===== src/rtl/clock_mode_controller.sv =====
// ---------------------------------------------------------------------------
// clock_mode_controller
//
// Purpose:
//   Owns the hour/min/sec time registers that feed time_displayer. In RUN
//   mode the time advances on a 1 Hz enable. Three set modes let the user
//   adjust one field at a time with inc/dec buttons, and the field being
//   edited blinks through a per-field blank mask.
//
// Ports:
//   clk_src      in   system clock, all logic on the rising edge
//   rst          in   synchronous, active-high reset
//   tick_1hz     in   one-cycle enable, once per second
//   btn_mode     in   one-cycle debounced pulse, advances the mode
//   btn_inc      in   one-cycle pulse, increments the selected field
//   btn_dec      in   one-cycle pulse, decrements the selected field
//   sec_data     out  [WIDTH-1:0] seconds 0..59, upper bits zero
//   min_data     out  [WIDTH-1:0] minutes 0..59, upper bits zero
//   hour_data    out  [WIDTH-1:0] hours 0..23, upper bits zero
//   mode         out  [1:0] 0=RUN, 1=SET_H, 2=SET_M, 3=SET_S
//   blank        out  [2:0] {hour,min,sec} blank request, 1 = blank digits
//   hour_strobe  out  one-cycle pulse on an hour rollover while running
// ---------------------------------------------------------------------------
module clock_mode_controller #(
    parameter int WIDTH     = 32,
    parameter int BLINK_DIV = 25000000
) (
    input  logic             clk_src,
    input  logic             rst,
    input  logic             tick_1hz,
    input  logic             btn_mode,
    input  logic             btn_inc,
    input  logic             btn_dec,
    output logic [WIDTH-1:0] sec_data,
    output logic [WIDTH-1:0] min_data,
    output logic [WIDTH-1:0] hour_data,
    output logic [1:0]       mode,
    output logic [2:0]       blank,
    output logic             hour_strobe
);

    typedef enum logic [1:0] {
        MODE_RUN   = 2'd0,
        MODE_SET_H = 2'd1,
        MODE_SET_M = 2'd2,
        MODE_SET_S = 2'd3
    } mode_t;

    localparam int              CNT_W    = (BLINK_DIV > 1) ? $clog2(BLINK_DIV) : 1;
    localparam logic [CNT_W-1:0] CNT_LAST = CNT_W'(BLINK_DIV - 1);
    localparam logic [5:0]      SEC_LAST  = 6'd59;
    localparam logic [5:0]      MIN_LAST  = 6'd59;
    localparam logic [5:0]      HOUR_LAST = 6'd23;

    // Registered state
    mode_t            mode_q;
    logic [5:0]       sec_q, min_q, hour_q;
    logic [CNT_W-1:0] cnt_q;
    logic             phase_q;
    logic [2:0]       blank_q;
    logic             strobe_q;

    // Next-state values
    mode_t            mode_d;
    logic [5:0]       sec_d, min_d, hour_d;
    logic [CNT_W-1:0] cnt_d;
    logic             phase_d;
    logic [2:0]       blank_d;
    logic             strobe_d;

    // Field wrap helpers: the ">=" / "==0" forms keep the value inside its
    // legal range even if the register ever held something out of range.
    function automatic logic [5:0] wrap_inc(input logic [5:0] v, input logic [5:0] last);
        return (v >= last) ? 6'd0 : v + 6'd1;
    endfunction

    function automatic logic [5:0] wrap_dec(input logic [5:0] v, input logic [5:0] last);
        return (v == 6'd0 || v > last) ? last : v - 6'd1;
    endfunction

    function automatic mode_t next_mode(input mode_t m);
        case (m)
            MODE_RUN:   return MODE_SET_H;
            MODE_SET_H: return MODE_SET_M;
            MODE_SET_M: return MODE_SET_S;
            default:    return MODE_RUN;
        endcase
    endfunction

    // Exactly one of inc/dec edits the field; both together cancel out.
    logic do_inc, do_dec, any_btn;
    assign do_inc  = btn_inc & ~btn_dec;
    assign do_dec  = btn_dec & ~btn_inc;
    assign any_btn = btn_inc | btn_dec;

    always_comb begin
        // NOTE: every variable gets a default first so no path leaves one
        // unassigned, which would otherwise infer a latch.
        mode_d   = mode_q;
        sec_d    = sec_q;
        min_d    = min_q;
        hour_d   = hour_q;
        cnt_d    = cnt_q;
        phase_d  = phase_q;
        strobe_d = 1'b0;
        blank_d  = 3'b000;

        if (btn_mode) begin
            // Mode change wins over inc/dec and restarts the blink period.
            mode_d  = next_mode(mode_q);
            cnt_d   = '0;
            phase_d = 1'b0;
        end else if (mode_q == MODE_RUN) begin
            cnt_d   = '0;
            phase_d = 1'b0;
            if (tick_1hz) begin
                if (sec_q >= SEC_LAST) begin
                    sec_d = 6'd0;
                    if (min_q >= MIN_LAST) begin
                        min_d    = 6'd0;
                        hour_d   = wrap_inc(hour_q, HOUR_LAST);
                        strobe_d = 1'b1;
                    end else begin
                        min_d = min_q + 6'd1;
                    end
                end else begin
                    sec_d = sec_q + 6'd1;
                end
            end
        end else begin
            // Set modes: time is frozen, ticks are dropped.
            if (any_btn) begin
                // Restart the blink so the edited field shows immediately.
                cnt_d   = '0;
                phase_d = 1'b0;
            end else if (cnt_q >= CNT_LAST) begin
                cnt_d   = '0;
                phase_d = ~phase_q;
            end else begin
                cnt_d = cnt_q + CNT_W'(1);
            end

            case (mode_q)
                MODE_SET_H: begin
                    if (do_inc) hour_d = wrap_inc(hour_q, HOUR_LAST);
                    if (do_dec) hour_d = wrap_dec(hour_q, HOUR_LAST);
                end
                MODE_SET_M: begin
                    if (do_inc) min_d = wrap_inc(min_q, MIN_LAST);
                    if (do_dec) min_d = wrap_dec(min_q, MIN_LAST);
                end
                default: begin
                    if (do_inc) sec_d = wrap_inc(sec_q, SEC_LAST);
                    if (do_dec) sec_d = wrap_dec(sec_q, SEC_LAST);
                end
            endcase
        end

        // Blank mask follows the next mode and phase so it lines up with
        // the registered state on the same edge.
        case (mode_d)
            MODE_SET_H: blank_d = {phase_d, 2'b00};
            MODE_SET_M: blank_d = {1'b0, phase_d, 1'b0};
            MODE_SET_S: blank_d = {2'b00, phase_d};
            default:    blank_d = 3'b000;
        endcase
    end

    always_ff @(posedge clk_src) begin
        if (rst) begin
            // Reset discards any edit in progress and returns to RUN.
            mode_q   <= MODE_RUN;
            sec_q    <= 6'd0;
            min_q    <= 6'd0;
            hour_q   <= 6'd0;
            cnt_q    <= '0;
            phase_q  <= 1'b0;
            blank_q  <= 3'b000;
            strobe_q <= 1'b0;
        end else begin
            // NOTE: non-blocking assignments here so every register samples
            // the pre-edge values computed above, independent of order.
            mode_q   <= mode_d;
            sec_q    <= sec_d;
            min_q    <= min_d;
            hour_q   <= hour_d;
            cnt_q    <= cnt_d;
            phase_q  <= phase_d;
            blank_q  <= blank_d;
            strobe_q <= strobe_d;
        end
    end

    assign sec_data    = {{(WIDTH-6){1'b0}}, sec_q};
    assign min_data    = {{(WIDTH-6){1'b0}}, min_q};
    assign hour_data   = {{(WIDTH-6){1'b0}}, hour_q};
    assign mode        = mode_q;
    assign blank       = blank_q;
    assign hour_strobe = strobe_q;

endmodule


===== config.mk =====
export PLATFORM = sky130hd
export DESIGN_NAME = clock_mode_controller
export DESIGN_NICKNAME = d
export VERILOG_FILES = /design/src/rtl/clock_mode_controller.sv
export SDC_FILE = /design/constraint.sdc
export NUM_CORES = 1
export LEC_CHECK = 0
export ABC_AREA = 1
export CORE_ASPECT_RATIO = 0.75
export CORE_MARGIN = 1.5
export CORE_UTILIZATION = 53
export CTS_CLUSTER_SIZE = 16
export DETAILED_ROUTE_END_ITERATION = 12
export GPL_TIMING_DRIVEN = 0
export HOLD_SLACK_MARGIN = 0.15
export PLACE_DENSITY = 0.87
export RECOVER_POWER = 50
export SYNTH_ARGS = -nofsm -noshare
export SYNTH_HDL_FRONTEND = slang
export SYNTH_SLANG_ARGS = --single-unit

===== constraint.sdc =====
create_clock -name clk_src -period 4.1 [get_ports clk_src]
set_input_delay 1.23 -clock clk_src [delete_from_list [all_inputs] [get_ports clk_src]]
set_output_delay 1.23 -clock clk_src [all_outputs]
set_load 0.1 [all_outputs]

==> metrics.md <==
| Metric | Value |
|---|---|
| Status | `complete, no violations` |
| Fin util | `0.667` |
| Number of global-route vias before repair | `3,408` |
| Die height | `77.2 um` |
| H-tree depth | `2` |
| Fraction of registers with async set/reset | `0` |
| Leakage | `0.00215 uW` |
| Synth Register Bits | `50` |
| GRT Total Usage | `0.235` |
| Most frequent cell after synthesis | `nand2_1` |
| Overall power | `1560 uW` |
| Routed vias | `3,844` |
| Dpl cells | `788` |
| Syn. warnings | `0` |
| Largest net degree at the start of global routing | `18` |
| CP max stage delay | `0.56 ns` |
| Area of the multi-input gates | `2220 um^2` |
| Post-Synthesis Cells | `585` |
| Sw Pwr | `741 uW` |
| Routed WL | `9.22 mm` |
| Clk pwr share | `0.234` |
| CTS tree | `yes` |
| Sequential fraction of the synthesis area | `0.258` |
| P&R area growth vs syn | `19.4%` |
| Final-report setup violation count | `0` |
| Gr ovfl total | `0` |
| Routed len/inst | `11.6 um` |
| Antenna violations before repair | `0` |
| Post-synth EDFFs | `0` |
| Internal power | `816 uW` |
| Tcrit/Tclk final | `0.790` |
| Mux share of post-synthesis cell area | `0` |
| Pre-antenna DRT Iters | `5` |
| Slew @ Worst Pin | `0.980 ns` |
| HP Class | `reg -> reg` |
| Post-synthesis simple-gate area fraction | `0.303` |
| Root Driver | `clkbuf_8` |
| WP data required | `4.30 ns` |
| Synth Area in Compound Gates | `0.114` |
| IO buf count | `28` |
| Rel. slew slack | `0.345` |
| Xor/xnor cell area share of the yosys netlist | `0.0383` |
| Row count | `26` |
| Syn Std Cell Area | `3890 um^2` |
| Worst skew pair latency | `0.32 ns` |
| Top cell type by total area after synthesis | `dfxtp_1` |
| Clk sinks | `50` |
| Largest family of logic cells by synthesized area | `simple AND/OR/NAND/NOR gates` |
| Post-synthesis average cell area | `6.64 um^2` |
| Post-synthesis adder-cell area fraction | `0.0483` |
| WS Path Type | `in -> reg` |
| Post-synthesis cell type count | `40` |
| N_diodes | `0` |
| Worst-path fanout max | `7` |
| Fraction of layout cells with a size suffix above 1 | `0.186` |
| Top post-synthesis cells by area | `dfxtp_1 26%, buf_4 15%, nand2_1 11%, nor2_1 7.1%, inv_1 5.8%` |
| Setup Buffers After CTS | `0` |
| GR Layer Usage met1 | `0.317` |
| Clock transition at path regs | `0.10 ns` |
| HPWL after DPL | `7.38 mm` |
| Post-Layout Cell Count | `796` |
| DR vias/cell | `4.83` |
| Total CTS buffers | `5` |
| Fin crit period | `3.24 ns` |
| Layout Skew | `0.0226 ns` |
| CORE AREA | `6960 um^2` |
| Sequential Power Share | `0.335` |
| Comb power frac | `0.430` |
| Switching Share | `0.476` |
| Grt peak-use layer | `met2` |
| Maximum clock frequency | `309 MHz` |
| Final-stage net count | `718` |
| Final ANT Viol Nets | `0` |
| FF/Latch Area | `1000 um^2` |
| Final Slew Violations | `0` |
| Synth top area share | `0.258` |
| Die ar. | `7860 um^2` |
| First-pass GRT wire length | `14.9 mm` |
| Slowest CP cell | `dlygate4sd3_1` |
| # Max-Cap Violations | `0` |
| Met2 usage | `0.371` |
| Initial Util | `0.558` |
| Fin. Hold Viols | `0` |
| CP endpoint kind | `flip-flop` |
| Main synth FF type | `dfxtp_1` |
| Post-route DRC | `0` |
| Hold bufs inserted after CTS | `0` |
| # IOs | `108` |
| Crit path DAT | `3.43 ns` |
| Critical Path Start Type | `input pin` |
| Fill cells | `639` |
| Power Density | `335 nW/um^2` |
| Post-CTS sizing | `0` |
| Bufs on Longest Clock Path | `2` |
| Setup TNS | `0 ns` |
| Worst VDD drop | `0.256 mV` |
| Die W | `102 um` |
| Met3 Use GR | `0.0483` |
| Most common library cells after synthesis | `115 x nand2_1, 78 x buf_4, 74 x nor2_1, 60 x inv_1, 50 x dfxtp_1` |
| RSZ-0062 raised after global routing | `no` |
| Iter 0 DRT Violations | `323` |
| Worst-path cell chain | `dlygate4sd3_1 > inv_1 > ha_1 > o21bai_1 > nor2_1 > o21ai_2 > nor2_1 > inv_1 > nor2_2 > a21oi_1` |
| Final GP Congestion | `0.942` |
worst max-delay path, delay by kind of cell:
kind / cells / cell delay (ns)
compound gates: 3 / 0.29
fa+ha+maj: 1 / 0.28
buf+inv: 3 / 0.79
simple gates: 3 / 0.86
cell usage in the layout, fill, tap and decap left out, types with 4 or more instances in the layout:
master / netlist / routed
dfxtp_1: 50 / 50
conb_1: 1 / 78
o21ai_0: 28 / 29
clkbuf_8: 0 / 5
nand2_2: 5 / 5
inv_2: 10 / 9
nor3_1: 8 / 8
a31oi_1: 5 / 5
xnor2_1: 8 / 8
a21oi_1: 21 / 24
nor2_1: 74 / 77
clkdlybuf4s50_1: 0 / 26
nand2_1: 115 / 115
or2_2: 4 / 4
buf_4: 78 / 78
inv_1: 60 / 61
nand3_1: 28 / 28
xor2_1: 9 / 9
a21oi_2: 8 / 5
clkbuf_1: 2 / 4
nor2_2: 11 / 10
nand4_1: 9 / 9
o21ai_1: 9 / 8
ha_1: 15 / 15
cell families after synthesis:
| kind of cell | after synthesis |
|---|---|
| other cells | 1 |
| flops | 50 |
| buf+inv | 158 |
| xor+xnor | 17 |
| fa+ha+maj | 15 |
| simple gates | 266 |
| compound gates | 78 |
area by class of cell:
type                            instances  share of cell area
Clock inverter                          3              0.0102
Timing Repair Buffer                   28              0.0604
Sequential cell                        50               0.216
Inverter                               72              0.0585
Clock buffer                            5              0.0148
Buffer                                 86               0.135
Tap cell                               98              0.0264
Multi-Input combinational cell        454               0.479
through the flow:
stage	worst slack, ns	cell area (um^2)	hold slack (ns)
global placement	1.11	4580	0.438
finish	0.862	4640	0.460
CTS	0.874	4690	0.460
global route	0.694	4640	0.489
floorplan	1.70	4180	0.427
detailed placement	0.961	4580	0.439
layer usage:
metal / vias up / share of wire
li1: 1914 / -
met1: 1682 / 0.44
met2: 230 / 0.43
met3: 18 / 0.11
met4: 0 / 0.015
met5: - / 0
power groups by stage:
stage          Sequential (uW)  Combinational, uW  Clock (uW)
2_1_floorplan              629                497           0
3_3_place_gp               531                653           0
3_5_place_dp               532                664           0
4_1_cts                    521                666         370
5_1_grt                    525                697         392
6_report                   522                670         365
registers in the layout (all words and copies together), names as in the netlist:
name         cells
hour_q           6
min_q            6
hour_strobe      1
cnt_q           25
sec_q            6
phase_q          1
mode             2
blank            3
worst paths after layout:
check	startpoint	end	slack [ns]	cells after the start
worst min register to register	cnt_q[0]	cnt_q[0]	0.46	1
worst max-delay path	btn_dec	min_q[4]	0.86	10
worst min-delay path	cnt_q[0]	cnt_q[0]	0.46	1
worst max register to register	cnt_q[0]	cnt_q[7]	1.66	11
Power figures use the tool's default switching activity.
